**config.mk**
```make
export PLATFORM = sky130hd
export DESIGN_NAME = fake_hss_nlane
export DESIGN_NICKNAME = d
export VERILOG_FILES = /design/src/rtl/fake_hss_pkg.sv /design/src/rtl/fake_hss_lane.sv /design/src/rtl/fake_hss_nlane.sv
export SDC_FILE = /design/constraint.sdc
export NUM_CORES = 2
export LEC_CHECK = 0
export CAP_MARGIN = 20
export CORE_MARGIN = 2
export CORE_UTILIZATION = 45
export DETAILED_ROUTE_END_ITERATION = 10
export PLACE_DENSITY = 0.66
export SETUP_SLACK_MARGIN = 0.02
export SLEW_MARGIN = 20
export SYNTH_ARGS = -nofsm -noshare
export SYNTH_HDL_FRONTEND = slang
export SYNTH_SLANG_ARGS = --single-unit
```
**constraint.sdc**
```tcl
create_clock -name HSSREFCLKAC -period 20.5 [get_ports HSSREFCLKAC]
set_input_delay 6.15 -clock HSSREFCLKAC [delete_from_list [all_inputs] [get_ports HSSREFCLKAC]]
set_output_delay 6.15 -clock HSSREFCLKAC [all_outputs]
set_load 0.01 [all_outputs]
```
**src/rtl/fake_hss_pkg.sv**
```systemverilog
// fake_hss_pkg: shared types and defaults for the fake HSS lane model.
// Holds sequencer state encoding, counter width and parameter defaults.
package fake_hss_pkg;

  typedef enum logic [1:0] {
    ST_RST       = 2'd0,
    ST_WAIT_LOCK = 2'd1,
    ST_WAIT_RDY  = 2'd2,
    ST_READY     = 2'd3
  } hss_state_e;

  localparam int CNT_W = 10;

  localparam int DEF_NUM_LANES = 4;
  localparam int DEF_DATAWIDTH = 40;
  localparam int DEF_LOCK_DLY  = 64;
  localparam int DEF_RDY_DLY   = 16;
  localparam int DEF_LB_LAT    = 2;

  // Reference clock usable and PLL powered.
  function automatic logic link_ok(
    input logic refclk_valid,
    input logic pdwn
  );
    return refclk_valid & ~pdwn;
  endfunction

  // Bits needed to hold a slip offset 0..dw-1.
  function automatic int off_w(input int dw);
    return (dw > 1) ? $clog2(dw) : 1;
  endfunction

endpackage

```
**src/rtl/fake_hss_lane.sv**
```systemverilog
// fake_hss_lane: one lane's loopback pipeline, valid gating and
// bit-slip rotator applied at the output.
module fake_hss_lane
  import fake_hss_pkg::*;
#(
  parameter int DW     = DEF_DATAWIDTH,
  parameter int LB_LAT = DEF_LB_LAT
) (
  input  logic          clk_i,
  input  logic          rst_i,
  input  logic          ready_i,
  input  logic          flush_i,
  input  logic          en_i,
  input  logic          quiet_i,
  input  logic          slip_i,
  input  logic [DW-1:0] txd_i,
  output logic [DW-1:0] rxd_o,
  output logic          rxv_o
);

  localparam int OW = off_w(DW);

  logic [DW-1:0]     data_q [LB_LAT];
  logic [LB_LAT-1:0] vld_q;
  logic [OW-1:0]     off_q;
  logic [OW-1:0]     off_d;
  logic              v0;
  logic [DW-1:0]     d0;
  logic [DW-1:0]     last;
  logic [OW:0]       lsh;

  assign v0 = ready_i & en_i & ~quiet_i;
  assign d0 = v0 ? txd_i : '0;

  // Loopback shift register; leaving READY empties it.
  always_ff @(posedge clk_i or posedge rst_i) begin
    if (rst_i) begin
      for (int k = 0; k < LB_LAT; k++) data_q[k] <= '0;
      vld_q <= '0;
    end else if (flush_i) begin
      for (int k = 0; k < LB_LAT; k++) data_q[k] <= '0;
      vld_q <= '0;
    end else begin
      data_q[0] <= d0;
      vld_q[0]  <= v0;
      for (int k = 1; k < LB_LAT; k++) begin
        data_q[k] <= data_q[k-1];
        vld_q[k]  <= vld_q[k-1];
      end
    end
  end

  // Slip offset: advance on request in READY, wrap at DW-1.
  always_comb begin
    off_d = off_q;
    if (flush_i) begin
      off_d = '0;
    end else if (ready_i && slip_i) begin
      off_d = (off_q == OW'(DW - 1)) ? '0 : off_q + 1'b1;
    end
  end

  // Slip offset register.
  always_ff @(posedge clk_i or posedge rst_i) begin
    if (rst_i) off_q <= '0;
    else       off_q <= off_d;
  end

  // Rotate right by the offset: out bit j = data bit (j+off) mod DW.
  assign last  = data_q[LB_LAT-1];
  assign lsh   = (OW+1)'(DW) - {1'b0, off_q};
  assign rxd_o = (last >> off_q) | (last << lsh);
  assign rxv_o = vld_q[LB_LAT-1];

endmodule

```
**src/rtl/fake_hss_nlane.sv**
```systemverilog
// fake_hss_nlane: behavioural multi-lane HSS macro stand-in with a
// PLL lock/ready sequencer and per-lane TX-to-RX loopback.
module fake_hss_nlane
  import fake_hss_pkg::*;
#(
  parameter int NUM_LANES = DEF_NUM_LANES,
  parameter int DATAWIDTH = DEF_DATAWIDTH,
  parameter int LOCK_DLY  = DEF_LOCK_DLY,
  parameter int RDY_DLY   = DEF_RDY_DLY,
  parameter int LB_LAT    = DEF_LB_LAT
) (
  input  logic                           HSSREFCLKAC,
  input  logic                           HSSRESET,
  input  logic                           HSSREFCLKVALID,
  input  logic                           HSSPDWNPLL,
  input  logic [NUM_LANES*DATAWIDTH-1:0] TXD,
  input  logic [NUM_LANES-1:0]           LOOPBACK_EN,
  input  logic [NUM_LANES-1:0]           TXQUIET,
  input  logic [NUM_LANES-1:0]           RXBITSLIP,
  output logic                           HSSPLLLOCK,
  output logic                           HSSPRTREADY,
  output logic [NUM_LANES*DATAWIDTH-1:0] RXD,
  output logic [NUM_LANES-1:0]           RXDVALID
);

  hss_state_e       state_q;
  hss_state_e       state_d;
  logic [CNT_W-1:0] cnt_q;
  logic [CNT_W-1:0] cnt_d;
  logic             lock_q;
  logic             rdy_q;
  logic             ok;
  logic             ready;
  logic             flush;

  assign ok = link_ok(HSSREFCLKVALID, HSSPDWNPLL);

  // Sequencer next state; loss of clock/PLL beats counter expiry.
  always_comb begin
    state_d = state_q;
    cnt_d   = cnt_q;
    unique case (state_q)
      ST_RST: begin
        state_d = ST_WAIT_LOCK;
        cnt_d   = '0;
      end
      ST_WAIT_LOCK: begin
        if (ok) begin
          if (cnt_q == CNT_W'(LOCK_DLY - 1)) begin
            state_d = ST_WAIT_RDY;
            cnt_d   = '0;
          end else begin
            cnt_d = cnt_q + 1'b1;
          end
        end
      end
      ST_WAIT_RDY: begin
        if (!ok) begin
          state_d = ST_WAIT_LOCK;
          cnt_d   = '0;
        end else if (cnt_q == CNT_W'(RDY_DLY - 1)) begin
          state_d = ST_READY;
          cnt_d   = '0;
        end else begin
          cnt_d = cnt_q + 1'b1;
        end
      end
      ST_READY: begin
        if (!ok) begin
          state_d = ST_WAIT_LOCK;
          cnt_d   = '0;
        end
      end
      default: begin
        state_d = ST_RST;
        cnt_d   = '0;
      end
    endcase
  end

  // Sequencer state, counter and registered status outputs.
  always_ff @(posedge HSSREFCLKAC or posedge HSSRESET) begin
    if (HSSRESET) begin
      state_q <= ST_RST;
      cnt_q   <= '0;
      lock_q  <= 1'b0;
      rdy_q   <= 1'b0;
    end else begin
      state_q <= state_d;
      cnt_q   <= cnt_d;
      lock_q  <= (state_d == ST_WAIT_RDY) ||
                 (state_d == ST_READY);
      rdy_q   <= (state_d == ST_READY);
    end
  end

  assign HSSPLLLOCK  = lock_q;
  assign HSSPRTREADY = rdy_q;

  assign ready = (state_q == ST_READY);
  assign flush = (state_d != ST_READY);

  for (genvar i = 0; i < NUM_LANES; i++) begin : g_lane
    fake_hss_lane #(
      .DW     (DATAWIDTH),
      .LB_LAT (LB_LAT)
    ) u_lane (
      .clk_i   (HSSREFCLKAC),
      .rst_i   (HSSRESET),
      .ready_i (ready),
      .flush_i (flush),
      .en_i    (LOOPBACK_EN[i]),
      .quiet_i (TXQUIET[i]),
      .slip_i  (RXBITSLIP[i]),
      .txd_i   (TXD[i*DATAWIDTH +: DATAWIDTH]),
      .rxd_o   (RXD[i*DATAWIDTH +: DATAWIDTH]),
      .rxv_o   (RXDVALID[i])
    );
  end

endmodule

```
==> impl_metrics.toml <==
[clock_tree]
ctsHoldBuffers = 0
ctsResizeCount = 0
cts_tree = "built"
insertion_delay_ps = 560
post_cts_buffers = 0
clockBufferDepth = 3
cts_root_buf = "clkbuf_16"
numCtsBuffers = 42
htreeDepth = 2
clkSlewWorstSetupHoldPaths_ps = 60
cts_sinks = 366

[sta]
rsz0062_at_grt = "false"
period_share = 0.559
tns_ps = 0
hold_viol = 0
setup_violations = 0
slew_headroom = 0.244
clock_skew_ps = 18.3
timing.final.ws_setup_ps = 9040
tightest_slew_ps = 1130
fmaxAchievable_mhz = 87.3
slew_viol_final = 0
period_needed_ps = 11460

[floorplan]
start_util = 0.455
fp.dieW_um = 267
ios = 342
fp.coreArea_um2 = 68600
fp-row-count = 96
die_h_um = 267
die_area_um2 = 71400

[global_routing]
grt_pass1_vias = 25800
grt_use_met3 = 0.0527
use_met1 = 0.422
gr-total-overflow = 0
grt_usage = 0.296
busiest_layer = "met2"
met2_usage = 0.450
grt_pass1_wl_um = 163000
antenna_found_initial = 5
grt_max_degree = 84

[power]
p_per_area_nw_per_um2 = 44.2
finalPower_mw = 1.61
vdd_drop_max_mv = 0.0555
p_leak_nw = 14.3

[final_layout]
nets = 3617
drive_gt1_frac = 0.158
fill_cells = 6191
area_growth_pct = 16.8
multi_input_area_um2 = 20500
ff_latch_area_um2 = 9180

[synth]
synth_compound_area_frac = 0.148
synth-adder-area-share = 0.00561
synth_top_family_by_area = "multiplexers"
synth_cells = 3269
ys_async_sr_fraction = 1.00
synth_simple_gate_area_frac = 0.187
synth.net_count = 3459
syn_area_um2 = 31200
seq_area_frac_synth = 0.294
yosys_warnings = 0
synthMuxAreaShare = 0.303
synth_cell_type_count = 75
ys.flop_type = "dfrtp_1"
synth_edf_count = 0
avgSynthCellArea_um2 = 9.54
yosys_register_bits = 366
synthXorXnorAreaFrac = 0.00975

[drt]
drt_iter0_markers = 3942
dr_total_vias = 27800
detailedRoute.firstPassIterationCount = 6
antenna_left = 0
wire_per_inst_um = 24.4
wl_um = 107000
drc_errors = 0
viasPerCell = 6.33

[setup_path]
crit_type = "reg -> out"
crit_fanout = 23
reg2reg_slack_ps = 16300
path_cells = "clkinv_1 -> ha_2 -> nor2b_1 -> o21ai_0 -> nand2_1 -> nor2_1 -> buf_4 -> a22oi_1 -> o211ai_1 -> clkdlybuf4s50_1"
max_stage_delay_ps = 760
arrival_ps = 5310
cpMaxStageDelayCell = "clkinv_1"
start_kind = "flip-flop"
cp_data_required_time_ps = 14350
worstSetupEndpointType = "primary output"

[run]
cap_viol_max_count = 0

[place]
place_ws_ps = 9720
globalplace.congestion = 1.03
io_buffers = 341
hpwl_um = 79100

[status]
status = "finished clean"

[worst_hold_path]
worstHoldPathType = "reg -> reg"
kinds of logic after synthesis:
group,count (synthesis)
buffers and inverters,329
multiplexers,630
adder cells (fa/ha/maj),14
AO/OA/AOI/OAI,699
AND/OR/NAND/NOR,1198
flip-flops,366
XOR/XNOR,33
flip-flops by register name, summed over array words and instances (netlist names):
register and count:
cnt_q 10, HSSPRTREADY 1, g_lane.u_lane.data_q 160, g_lane.u_lane.vld_q 8, g_lane.u_lane.off_q 24, g_lane.u_lane.last 160, HSSPLLLOCK 1, state_q 2
placed cells by master (no fill, tap or decap), types with 23 or more instances in the layout:
cell type        synthesis  routed
nand2_1                416     416
dfrtp_1                366     358
and2_1                 345     345
clkdlybuf4s50_1          0     341
mux2i_1                284     284
mux4_2                 242     242
nor2_1                 229     229
a21oi_1                168     167
o21ai_0                147     147
mux2_2                 104     104
o211ai_1                82      82
buf_4                   29      61
o221ai_1                49      49
nand3_1                 48      48
clkbuf_16                0      45
nor3_1                  44      42
a22oi_1                 30      30
a211oi_1                29      29
inv_1                   28      27
o22ai_1                 24      24
a31oi_1                 23      23
worst paths after layout:
path                                                       startpoint                                    end  depth (start not counted)
worst max-delay path            g_lane[1].u_lane.off_q[0]$_DFFE_PP0P_                                RXD[47]                         10
worst min-delay path            g_lane[2].u_lane.data_q[54]$_DFF_PP0_    g_lane[2].u_lane.last[14]$_DFF_PP0_                          1
worst max register to register                   state_q[1]$_DFF_PP0_    g_lane[3].u_lane.last[34]$_DFF_PP0_                          8
worst min register to register  g_lane[2].u_lane.data_q[54]$_DFF_PP0_    g_lane[2].u_lane.last[14]$_DFF_PP0_                          1
max in group asynchronous                                    HSSRESET  g_lane[3].u_lane.off_q[1]$_DFFE_PP0P_                          4
min in group asynchronous                                    HSSRESET    g_lane[2].u_lane.vld_q[0]$_DFF_PP0_                          2
layout make-up:
type,instances,area share
repair buffers,403,0.107
well taps,931,0.0320
multi-input cells,2574,0.564
inverters,40,0.00440
clock buffers,57,0.0343
flip-flops and latches,366,0.252
diodes,2,0.000137
clock inverters,20,0.00673
per-stage QoR:
stage	util	std cells	area, µm²	hold slack [ps]
after floorplan	-	3269	31200	428
after global placement	0.509	4313	34900	430
after detailed placement	0.509	4314	34900	432
after CTS	0.531	4391	36400	443
after global routing	0.531	4393	36400	454
final	0.531	4393	36400	442
critical path: cells and delay by family (launching register included):
kind	cells	cell delay, ps
compound gates	3	690
flops	1	570
simple gates	3	1240
fa+ha+maj	1	580
buf+inv	3	1660
cell usage after synthesis, drive strengths merged (20+ instances only):
library cell  count  area, µm²
dfrtp           366       9160
o221ai           49        429
o21ai           153        766
nand2           416       1560
mux2i           284       2840
inv              34        128
o22ai            24        150
nor3             48        267
and2            345       2160
mux2            104       1170
a31oi            23        144
a22oi            31        238
mux4            242       5450
clkbuf          127        477
buf             162       1030
a221oi           20        175
o211ai           82        616
nand3            48        240
nor2            230        866
a211oi           29        218
xnor2            24        218
a21oi           168        841
per-layer routing:
layer,vias to the layer above,part of all wire,wire length [µm]
li1,12400,-,-
met1,13500,0.41,44500
met2,1592,0.45,48000
met3,273,0.095,10200
met4,6,0.043,4560
met5,-,0.00038,41
power breakdown:
| part | internal [mW] | total, mW | switching [mW] |
|---|---|---|---|
| logic | 0.0407 | 0.0835 | 0.0428 |
| registers | 0.726 | 0.730 | 0.00372 |
| clock network | 0.483 | 0.796 | 0.313 |
| total | 1.25 | 1.61 | 0.360 |
No activity file was read; power rests on OpenSTA's default activity.
